File: src/rtl/matrix_keypad_scanner_pkg.sv
// keypad_pkg: shared types, sizes and helper functions for the keypad scanner
// and its tick prescaler.
package keypad_pkg;

  localparam int KEY_W = 4;
  localparam int ROWS  = 4;
  localparam int COLS  = 4;

  typedef enum logic [1:0] {
    SCAN     = 2'd0,
    PRESS_DB = 2'd1,
    HELD     = 2'd2,
    REL_DB   = 2'd3
  } kp_state_e;

  // Clocks per column-advance tick.
  function automatic int calc_tick_div(input int clk_hz, input int scan_hz);
    return clk_hz / scan_hz;
  endfunction

  // Index of the single asserted bit in a one-hot row vector (0 if not one-hot).
  function automatic logic [1:0] onehot_idx(input logic [ROWS-1:0] lo);
    logic [1:0] idx;
    case (lo)
      4'b0001: idx = 2'd0;
      4'b0010: idx = 2'd1;
      4'b0100: idx = 2'd2;
      4'b1000: idx = 2'd3;
      default: idx = 2'd0;
    endcase
    return idx;
  endfunction

endpackage

File: src/rtl/matrix_keypad_scanner_if.sv
// keypad_if: keypad pins plus the decoded key outputs. The scanner is the
// master; the keypad/consumer side is the slave.
interface keypad_if;
  import keypad_pkg::*;

  logic [ROWS-1:0]  row_in;
  logic [COLS-1:0]  col_out;
  logic [KEY_W-1:0] key_code;
  logic             key_valid;
  logic             key_held;

  modport master (
    input  row_in,
    output col_out,
    output key_code,
    output key_valid,
    output key_held
  );

  modport slave (
    output row_in,
    input  col_out,
    input  key_code,
    input  key_valid,
    input  key_held
  );

endinterface

File: src/rtl/matrix_keypad_scanner_scan_tick_gen.sv
// scan_tick_gen: free-running prescaler counting 0..TICK_DIV-1; tick_o is
// high for the one cycle the count sits at its terminal value.
module scan_tick_gen #(
  parameter int TICK_DIV = 10
) (
  input  logic clk,
  input  logic rst,
  output logic tick_o
);

  localparam int CW = (TICK_DIV > 1) ? $clog2(TICK_DIV) : 1;
  localparam logic [CW-1:0] TC = CW'(TICK_DIV - 1);

  logic [CW-1:0] cnt_q, cnt_d;

  // Next count: wrap to zero at terminal count.
  always_comb begin
    cnt_d = (cnt_q == TC) ? '0 : cnt_q + CW'(1);
  end

  // Prescaler register.
  always_ff @(posedge clk) begin
    if (rst) cnt_q <= '0;
    else     cnt_q <= cnt_d;
  end

  assign tick_o = (cnt_q == TC);

endmodule

File: src/rtl/matrix_keypad_scanner.sv
// matrix_keypad_scanner: scans a 4x4 active-low keypad one column at a time,
// debounces press and release, and reports one key code per press.
// Optional build macro KEYPAD_REPEAT_EN adds auto-repeat while a key is held.
//
// state    | meaning
// ---------+-------------------------------------------------------------
// SCAN     | advancing columns on each tick, looking for a single low row
// PRESS_DB | column frozen, counting consecutive ticks with the row low
// HELD     | key accepted, waiting for the latched row to go high
// REL_DB   | counting consecutive ticks with the latched row high
module matrix_keypad_scanner
  import keypad_pkg::*;
#(
  parameter int CLK_HZ         = 50_000_000,
  parameter int SCAN_HZ        = 1000,
  parameter int DEBOUNCE_TICKS = 20,
  parameter int REPEAT_DELAY   = 500,
  parameter int REPEAT_PERIOD  = 100
) (
  input  logic     clk,
  input  logic     rst,
  keypad_if.master kp
);

  localparam int         TICK_DIV = calc_tick_div(CLK_HZ, SCAN_HZ);
  localparam logic [7:0] DB_LAST  = 8'(DEBOUNCE_TICKS);

  logic             tick;
  logic [ROWS-1:0]  sync1_q, rs_q;
  kp_state_e        state_q, state_d;
  logic [1:0]       col_idx_q, col_idx_d;
  logic [1:0]       row_idx_q, row_idx_d;
  logic [7:0]       cnt_q, cnt_d;
  logic [KEY_W-1:0] key_code_q, key_code_d;
  logic             key_valid_q, key_valid_d;
  logic             key_held_q, key_held_d;
  logic [COLS-1:0]  col_out_q;

  logic [ROWS-1:0]  row_lo;
  logic             one_low;
  logic [1:0]       row_sel;
  logic             latched_alone_low;
  logic             latched_high;
  logic [7:0]       cnt_inc;

`ifdef KEYPAD_REPEAT_EN
  logic [15:0] rep_q, rep_d;
  logic        rep_armed_q, rep_armed_d;
`else
  logic unused_repeat;
  assign unused_repeat = (REPEAT_DELAY == REPEAT_PERIOD);
`endif

  scan_tick_gen #(.TICK_DIV(TICK_DIV)) u_tick (
    .clk    (clk),
    .rst    (rst),
    .tick_o (tick)
  );

  // Two-flop synchronizer for the asynchronous row inputs (idle = all high).
  always_ff @(posedge clk) begin
    if (rst) begin
      sync1_q <= '1;
      rs_q    <= '1;
    end else begin
      sync1_q <= kp.row_in;
      rs_q    <= sync1_q;
    end
  end

  assign row_lo            = ~rs_q;
  assign one_low           = (row_lo != '0) && ((row_lo & (row_lo - 4'd1)) == '0);
  assign row_sel           = onehot_idx(row_lo);
  assign latched_alone_low = (rs_q == ~(4'b0001 << row_idx_q));
  assign latched_high      = rs_q[row_idx_q];
  assign cnt_inc           = cnt_q + 8'd1;

  // State register.
  always_ff @(posedge clk) begin
    if (rst) state_q <= SCAN;
    else     state_q <= state_d;
  end

  // Next-state and output decisions, all taken on the scan tick.
  always_comb begin
    state_d     = state_q;
    col_idx_d   = col_idx_q;
    row_idx_d   = row_idx_q;
    cnt_d       = cnt_q;
    key_code_d  = key_code_q;
    key_valid_d = 1'b0;
    key_held_d  = key_held_q;

    if (tick) begin
      case (state_q)
        SCAN: begin
          if (one_low) begin
            row_idx_d = row_sel;
            cnt_d     = 8'd1;
            if (DB_LAST <= 8'd1) begin
              key_code_d  = {row_sel, col_idx_q};
              key_valid_d = 1'b1;
              key_held_d  = 1'b1;
              state_d     = HELD;
            end else begin
              state_d = PRESS_DB;
            end
          end else begin
            // Idle column or ambiguous multi-row pattern: move on.
            col_idx_d = col_idx_q + 2'd1;
          end
        end
        PRESS_DB: begin
          if (latched_alone_low) begin
            cnt_d = cnt_inc;
            if (cnt_inc >= DB_LAST) begin
              key_code_d  = {row_idx_q, col_idx_q};
              key_valid_d = 1'b1;
              key_held_d  = 1'b1;
              state_d     = HELD;
            end
          end else begin
            // Bounce: rescan the same column on the next tick.
            state_d = SCAN;
          end
        end
        HELD: begin
          if (latched_high) begin
            cnt_d   = 8'd1;
            state_d = REL_DB;
          end
        end
        REL_DB: begin
          if (latched_high) begin
            cnt_d = cnt_inc;
            if (cnt_inc >= DB_LAST) begin
              key_held_d = 1'b0;
              col_idx_d  = col_idx_q + 2'd1;
              state_d    = SCAN;
            end
          end else begin
            state_d = HELD;
          end
        end
        default: state_d = SCAN;
      endcase
    end

`ifdef KEYPAD_REPEAT_EN
    rep_d       = rep_q;
    rep_armed_d = rep_armed_q;
    if (state_d == HELD && state_q != HELD) begin
      rep_d       = '0;
      rep_armed_d = 1'b0;
    end else if (tick && state_q == HELD && state_d == HELD) begin
      rep_d = rep_q + 16'd1;
      if (rep_d == (rep_armed_q ? 16'(REPEAT_PERIOD) : 16'(REPEAT_DELAY))) begin
        key_valid_d = 1'b1;
        rep_d       = '0;
        rep_armed_d = 1'b1;
      end
    end
`endif
  end

  // Datapath and registered outputs.
  always_ff @(posedge clk) begin
    if (rst) begin
      col_idx_q   <= 2'd0;
      row_idx_q   <= 2'd0;
      cnt_q       <= 8'd0;
      key_code_q  <= '0;
      key_valid_q <= 1'b0;
      key_held_q  <= 1'b0;
      col_out_q   <= 4'b1110;
    end else begin
      col_idx_q   <= col_idx_d;
      row_idx_q   <= row_idx_d;
      cnt_q       <= cnt_d;
      key_code_q  <= key_code_d;
      key_valid_q <= key_valid_d;
      key_held_q  <= key_held_d;
      col_out_q   <= ~(4'b0001 << col_idx_d);
    end
  end

`ifdef KEYPAD_REPEAT_EN
  // Auto-repeat counter, only meaningful while HELD.
  always_ff @(posedge clk) begin
    if (rst) begin
      rep_q       <= '0;
      rep_armed_q <= 1'b0;
    end else begin
      rep_q       <= rep_d;
      rep_armed_q <= rep_armed_d;
    end
  end
`endif

  assign kp.col_out   = col_out_q;
  assign kp.key_code  = key_code_q;
  assign kp.key_valid = key_valid_q;
  assign kp.key_held  = key_held_q;

endmodule

File: src/flat_wrapper.sv
// flat-port wrapper written by rule: the top's interface ports become plain ports
module matrix_keypad_scanner_flat import keypad_pkg::*;
#(
  parameter int CLK_HZ         = 50_000_000,
  parameter int SCAN_HZ        = 1000,
  parameter int DEBOUNCE_TICKS = 20,
  parameter int REPEAT_DELAY   = 500,
  parameter int REPEAT_PERIOD  = 100
)
  (clk, rst, kp_row_in, kp_col_out, kp_key_code, kp_key_valid, kp_key_held);
  keypad_if kp_i ();
  input  logic clk;
  input  logic rst;
  input wire logic [$bits(kp_i.row_in)-1:0] kp_row_in;
  output wire logic [$bits(kp_i.col_out)-1:0] kp_col_out;
  output wire logic [$bits(kp_i.key_code)-1:0] kp_key_code;
  output wire logic [$bits(kp_i.key_valid)-1:0] kp_key_valid;
  output wire logic [$bits(kp_i.key_held)-1:0] kp_key_held;
  assign kp_i.row_in = kp_row_in;
  assign kp_col_out = kp_i.col_out;
  assign kp_key_code = kp_i.key_code;
  assign kp_key_valid = kp_i.key_valid;
  assign kp_key_held = kp_i.key_held;
  matrix_keypad_scanner #(.CLK_HZ(CLK_HZ), .SCAN_HZ(SCAN_HZ), .DEBOUNCE_TICKS(DEBOUNCE_TICKS), .REPEAT_DELAY(REPEAT_DELAY), .REPEAT_PERIOD(REPEAT_PERIOD)) u_core (.clk(clk), .rst(rst), .kp(kp_i));
endmodule
File: config.mk
export PLATFORM = sky130hd
export DESIGN_NAME = matrix_keypad_scanner_flat
export DESIGN_NICKNAME = d
export VERILOG_FILES = /design/src/rtl/matrix_keypad_scanner_pkg.sv /design/src/rtl/matrix_keypad_scanner_if.sv /design/src/rtl/matrix_keypad_scanner_scan_tick_gen.sv /design/src/rtl/matrix_keypad_scanner.sv /design/src/flat_wrapper.sv
export SDC_FILE = /design/constraint.sdc
export NUM_CORES = 1
export LEC_CHECK = 0
export ABC_CLOCK_PERIOD_IN_PS = 6200
export CORE_AREA = 2 2 83 85
export DETAILED_ROUTE_END_ITERATION = 7
export DIE_AREA = 0 0 85 87
export HOLD_SLACK_MARGIN = 0.12
export PLACE_DENSITY = 0.58
export SLEW_MARGIN = 10
export SYNTH_ARGS = -nofsm -noshare
export SYNTH_HDL_FRONTEND = slang
export SYNTH_SLANG_ARGS = --single-unit
export TNS_END_PERCENT = 50
File: constraint.sdc
create_clock -name clk -period 6.2 [get_ports clk]
set_input_delay 1.24 -clock clk [delete_from_list [all_inputs] [get_ports clk]]
set_output_delay 1.24 -clock clk [all_outputs]
set_load 0.01 [all_outputs]
==> impl_metrics.ini, run 1 <==
[outcome]
outcome = complete, no violations

[sta]
finalHoldViolCount = 0
max_slew_margin_pct = 30.57
tightest_slew_ns = 1.038
finalClockSkew_ns = 0.01013
min_period_ns = 3.033
fmax_mhz = 329.8
setup_viol = 0
setup_ws_ns = 3.167
rsz0062_at_grt = false
timing.final.crit_share_pct = 48.91
slew_viol_final = 0
hold_ws_ns = 0.4129
fin_tns_setup_ns = 0

[pwr]
peakVddDrop_v = 0.0001259
p_per_area_nw_per_um2 = 208.0
p_leak_nw = 1.034
power.total_uw = 569.7

[layout]
final_cell_mix = 48 x dfxtp_1, 27 x nor2_1, 16 x nand3_1
final_cell_count_no_fill = 353
design_area_sq_um = 2739
mostFrequentLayoutCell = dfxtp_1
n_antenna_cell = 0
multi_input_comb_area_sq_um = 1383
drive_gt1_share_pct = 15.38
nFillCells = 635
synthToLayoutAreaGrowth_pct = 12.20
layout.area.seq_sq_um = 960.9
utilization_pct = 41.70
final_nets = 284

[route]
drc = 0
via_count = 1861
drt_iter0_drc = 72
ant_nets = 0
firstDrtPassIters = 4
avgRoutedWirePerCell_um = 13.18
via_per_inst = 5.272
wl_mm = 4.651

[worst_setup_path]
worstSetupPathType = in2reg
required_ns = 6.47
crit_path_cell_trace = clkdlybuf4s50_1 > nor4b_4 > a21o_2 > a22o_2
cp-end-kind = flop
worstPathArrival_ns = 3.30
crit_fanout = 30
start_kind = input port
cp_num_buf_inv = 1
critical_path.max_stage_delay_ns = 0.94
cp_slowest_cell = clkdlybuf4s50_1
cp_top_family = buffers and inverters

[clock_tree]
cts_buffers = 5
clkSinkCount = 48
clockBufferDepth = 2
cts_root_buf = clkbuf_8
clk_latency_ns = 0.31
cts_resized = 0
clk_pin_slew_worst_paths_ns = 0.10
cts_tree = done
postCtsSetupBuffers = 0
cts_hold_buf = 0
h-tree-depth = 2

[logic_synthesis]
async_reset_ff_share_pct = 0
ys_ff_latch = 48
syn_inst = 260
synth-main-ff-cell = dfxtp_1
yosysSeqAreaShare_pct = 39.36
netlist_area_sq_um = 2441
ys_warn_count = 0
avgSynthCellArea_sq_um = 9.389
synth_edf_count = 0
ys_types = 66
synth_nets = 272

[global_route]
antenna_found_initial = 0
overflow = 0
grt_max_degree = 31
grt_pass1_wl_mm = 8.024
grt_pass1_vias = 1708
grt_usage_pct = 13.29

[flow_run]
max_cap_violations = 0

[die]
die_y_um = 87
initial_utilization_pct = 37.16
rows = 30
die_x_um = 85
die_area_sq_um = 7395
io_pins = 16
core_area_sq_um = 6569

[placement]
post-place-cells = 345
dp_hpwl_mm = 3.179
place_congestion = 0.8033
place_ws_ns = 2.773
placedInstanceArea_sq_um = 2628
portBuffers = 15

[worst_hold_path]
hold_path.class = reg2reg
==> metal layers <==
metal	share of wire, %	up-vias	track usage [%]
met5	0	-	0
li1	-	965	-
met2	44	22	20.88
met3	2.7	8	3.128
met1	51	866	17.58
met4	2.1	0	5.483
==> cells in the mapped netlist (4+ instances only) <==
cell	number	area share (%)
xnor2_1	8	2.9
a22o_2	4	1.6
clkbuf_1	6	0.92
nand3_1	16	3.3
o211ai_1	6	1.8
mux2i_1	5	2.1
nor2_1	27	4.2
or3_1	5	1.3
dfxtp_1	48	39
nand2_1	15	2.3
ha_1	6	3.1
xor2_1	8	2.9
nand4_1	4	1.0
or2_2	10	2.6
and3_1	7	1.8
a21oi_1	8	1.6
inv_1	9	1.4
==> area by class of cell <==
class / count / share of cell area (%)
Sequential cell: 48 / 35.08
Tap cell: 80 / 3.655
Timing Repair Buffer: 15 / 5.482
Inverter: 9 / 1.233
Multi-Input combinational cell: 193 / 50.48
Clock buffer: 5 / 2.513
Clock inverter: 3 / 1.553
==> cell families after synthesis <==
| group | share of synthesized area [%] |
|---|---|
| AND/OR/NAND/NOR | 26.65 |
| AO/OA/AOI/OAI | 18.20 |
| flip-flops | 39.36 |
| buffers and inverters | 3.997 |
| XOR/XNOR | 5.741 |
| multiplexers | 2.973 |
| adder cells (fa/ha/maj) | 3.075 |
==> registers in the layout (all words and copies together) (netlist names), 2 cells and up <==
signal	flops
u_core.sync1_q	4
u_core.u_tick.cnt_q	16
u_core.rs_q	4
u_core.cnt_q	8
u_core.col_idx_q	2
u_core.kp.key_code	4
u_core.row_idx_q	2
u_core.kp.col_out	4
u_core.state_q	2
==> report_power, final <==
| group | leakage (nW) | internal (mW) | switching [mW] |
|---|---|---|---|
| logic | 0.591 | 0.0113 | 0.0125 |
| clock network | 0.0541 | 0.119 | 0.111 |
| registers | 0.389 | 0.312 | 0.00319 |
| total | 1.03 | 0.443 | 0.127 |
==> final timing paths <==
kind	start	endpoint	slack [ns]	cells past startpoint
worst max-delay path	rst	u_core.cnt_q[5]$_SDFFE_PP0P_	3.17	4
worst min-delay path	u_core.sync1_q[0]$_SDFF_PP1_	u_core.rs_q[0]$_SDFF_PP1_	0.41	1
worst max register to register	u_core.cnt_q[0]$_SDFFE_PP0P_	u_core.kp.col_out[3]$_SDFF_PP1_	3.83	7
worst min register to register	u_core.sync1_q[0]$_SDFF_PP1_	u_core.rs_q[0]$_SDFF_PP1_	0.41	1
No activity file was read; power rests on OpenSTA's default activity.
==> run 2: changes to the inputs <==
--- a/config.mk
+++ b/config.mk
@@ -5,7 +5,7 @@
 export SDC_FILE = /design/constraint.sdc
 export NUM_CORES = 1
 export LEC_CHECK = 0
-export ABC_CLOCK_PERIOD_IN_PS = 6200
+export ABC_CLOCK_PERIOD_IN_PS = 2900
 export CORE_AREA = 2 2 83 85
 export DETAILED_ROUTE_END_ITERATION = 7
 export DIE_AREA = 0 0 85 87
==> constraint.sdc (replaced) <==
create_clock -name clk -period 2.9 [get_ports clk]
set_input_delay 0.58 -clock clk [delete_from_list [all_inputs] [get_ports clk]]
set_output_delay 0.58 -clock clk [all_outputs]
set_load 0.01 [all_outputs]
==> run 2 against run 1 <==
Sequential share of layout area down 0.47 points. Core utilization rose by 0.57 points. Combinational power increased by 130%. First-iteration DRC count down 26%. Register-to-register slack got worse by 3.3 ns. Power rose by 120%. Critical path depth is 3 higher. Global-route usage about the same. Largest cell class unchanged. Largest power group unchanged.
==> impl_metrics.ini, run 2 (synthesis gave the netlist of run 1 again) <==
[outcome]
outcome = complete, no violations

[worst_setup_path]
crit_fanout = 7
cp_top_family = compound AO/OA/AOI/OAI gates
worstSetupPathType = reg2reg
worstPathArrival_ns = 2.56
start_kind = flop
cp_slowest_cell = a2111oi_0
reg2reg_to = u_core.kp.col_out[3]$_SDFF_PP1_
r2r_slack_ns = 0.52
cp-end-kind = flop
crit_path_cell_trace = ha_1 > nand3_1 > or3b_1 > o21ai_2 > o211ai_1 > a2111oi_0 > a41oi_1
critical_path.max_stage_delay_ns = 0.53
required_ns = 3.08
cp_num_buf_inv = 0
worst_r2r_path_depth = 7
r2r-start = u_core.cnt_q[0]$_SDFFE_PP0P_

[sta]
timing.final.crit_share_pct = 82.04
setup_ws_ns = 0.5209
slew_viol_final = 0
rsz0062_at_grt = false
setup_viol = 0
fin_tns_setup_ns = 0
finalHoldViolCount = 0
max_slew_margin_pct = 60.53
tightest_slew_ns = 0.5896
min_period_ns = 2.379
finalClockSkew_ns = 0.01276
fmax_mhz = 420.3

[clock_tree]
cts_buffers = 5
postCtsSetupBuffers = 0
cts_root_buf = clkbuf_8
h-tree-depth = 2
clk_latency_ns = 0.31
clkSinkCount = 48
cts_hold_buf = 0
clk_pin_slew_worst_paths_ns = 0.10
cts_tree = done
cts_resized = 0
clockBufferDepth = 2

[die]
core_area_sq_um = 6569
die_x_um = 85
die_area_sq_um = 7395
io_pins = 16
initial_utilization_pct = 37.16
die_y_um = 87
rows = 30

[route]
ant_nets = 0
dr_wl_met2_mm = 2.106
avgRoutedWirePerCell_um = 13.06
drt_iter0_drc = 53
via_per_inst = 5.254
drc = 0
via_count = 1865
firstDrtPassIters = 4
wl_mm = 4.636
met3WireLength_um = 121
wl_met1_mm = 2.344
dr.max_layer_used = met4

[global_route]
overflow = 0
grt_usage_pct = 13.26
grt_pass1_vias = 1702
antenna_found_initial = 0
grt_max_degree = 24
grt_pass1_wl_mm = 8.024

[worst_hold_path]
holdPathEnd = u_core.rs_q[2]$_SDFF_PP1_
hold_depth = 1
min_from = u_core.sync1_q[2]$_SDFF_PP1_
hold_path.class = reg2reg

[layout]
largest_reg_flops = 16
mostFrequentLayoutCell = dfxtp_1
largest_registers = u_core.u_tick.cnt_q: 16 flops, u_core.cnt_q: 8 flops
synthToLayoutAreaGrowth_pct = 13.74
regMostFlops = u_core.u_tick.cnt_q
final_nets = 286
nFillCells = 663
final_cell_mix = 48 x dfxtp_1, 27 x nor2_1, 16 x nand3_1
n_antenna_cell = 0
final_cell_count_no_fill = 355
drive_gt1_share_pct = 16.00
design_area_sq_um = 2776

[placement]
placedInstanceArea_sq_um = 2655
dp_hpwl_mm = 3.215
place_congestion = 0.8601
place_ws_ns = 0.5260
portBuffers = 15
post-place-cells = 347

[pwr]
p_leak_nw = 1.056
p_per_area_nw_per_um2 = 447.6
peakVddDrop_v = 0.0002181

[flow_run]
max_cap_violations = 0
==> run 2: cell types whose count changed in the layout (fill, tap and decap cells not counted), sizes merged <==
cell and delta:
clkbuf +1, buf +2, clkinvlp -1
==> run 2: final cells by class <==
type | instances | area, sq um | area share, %
clock buffers | 6 | 82.58 | 2.974
repair buffers | 17 | 177.7 | 6.399
flip-flops and latches | 48 | 960.9 | 34.61
inverters | 9 | 33.78 | 1.217
well taps | 80 | 100.1 | 3.605
clock inverters | 2 | 38.79 | 1.397
multi-input cells | 193 | 1383 | 49.80
==> run 2: power by group <==
group	internal, mW	switching (mW)
logic	0.0268	0.0272
registers	0.667	0.00681
clock network	0.282	0.232
==> run 2: worst max path at each step <==
stage | from | end | cells past startpoint
5_1_grt | u_core.cnt_q[0]$_SDFFE_PP0P_ | u_core.kp.col_out[3]$_SDFF_PP1_ | 7
3_3_place_gp | u_core.row_idx_q[0]$_SDFFE_PP0P_ | u_core.cnt_q[5]$_SDFFE_PP0P_ | 6
6_report | u_core.cnt_q[0]$_SDFFE_PP0P_ | u_core.kp.col_out[3]$_SDFF_PP1_ | 7
3_5_place_dp | u_core.cnt_q[0]$_SDFFE_PP0P_ | u_core.kp.col_out[3]$_SDFF_PP1_ | 7
2_1_floorplan | u_core.cnt_q[0]$_SDFFE_PP0P_ | u_core.kp.col_out[3]$_SDFF_PP1_ | 7
4_1_cts | u_core.cnt_q[0]$_SDFFE_PP0P_ | u_core.kp.col_out[3]$_SDFF_PP1_ | 7
==> run 2: metrics by stage <==
stage | power [mW] | util [%] | hold slack, ns
final | 1.243 | 42.27 | 0.4134
after global routing | 1.292 | 42.27 | 0.4241
after CTS | 1.263 | 42.27 | 0.4157
after detailed placement | 0.7441 | 40.42 | 0.3941
after global placement | 0.7436 | 40.42 | 0.3912
after floorplan | 0.7270 | - | 0.3895
==> run 2: metal layers <==
metal | vias up | global-route usage, %
met3 | 5 | 3.033
met1 | 861 | 17.84
li1 | 972 | -
met4 | 0 | 4.473
met5 | - | 0
met2 | 27 | 21.02
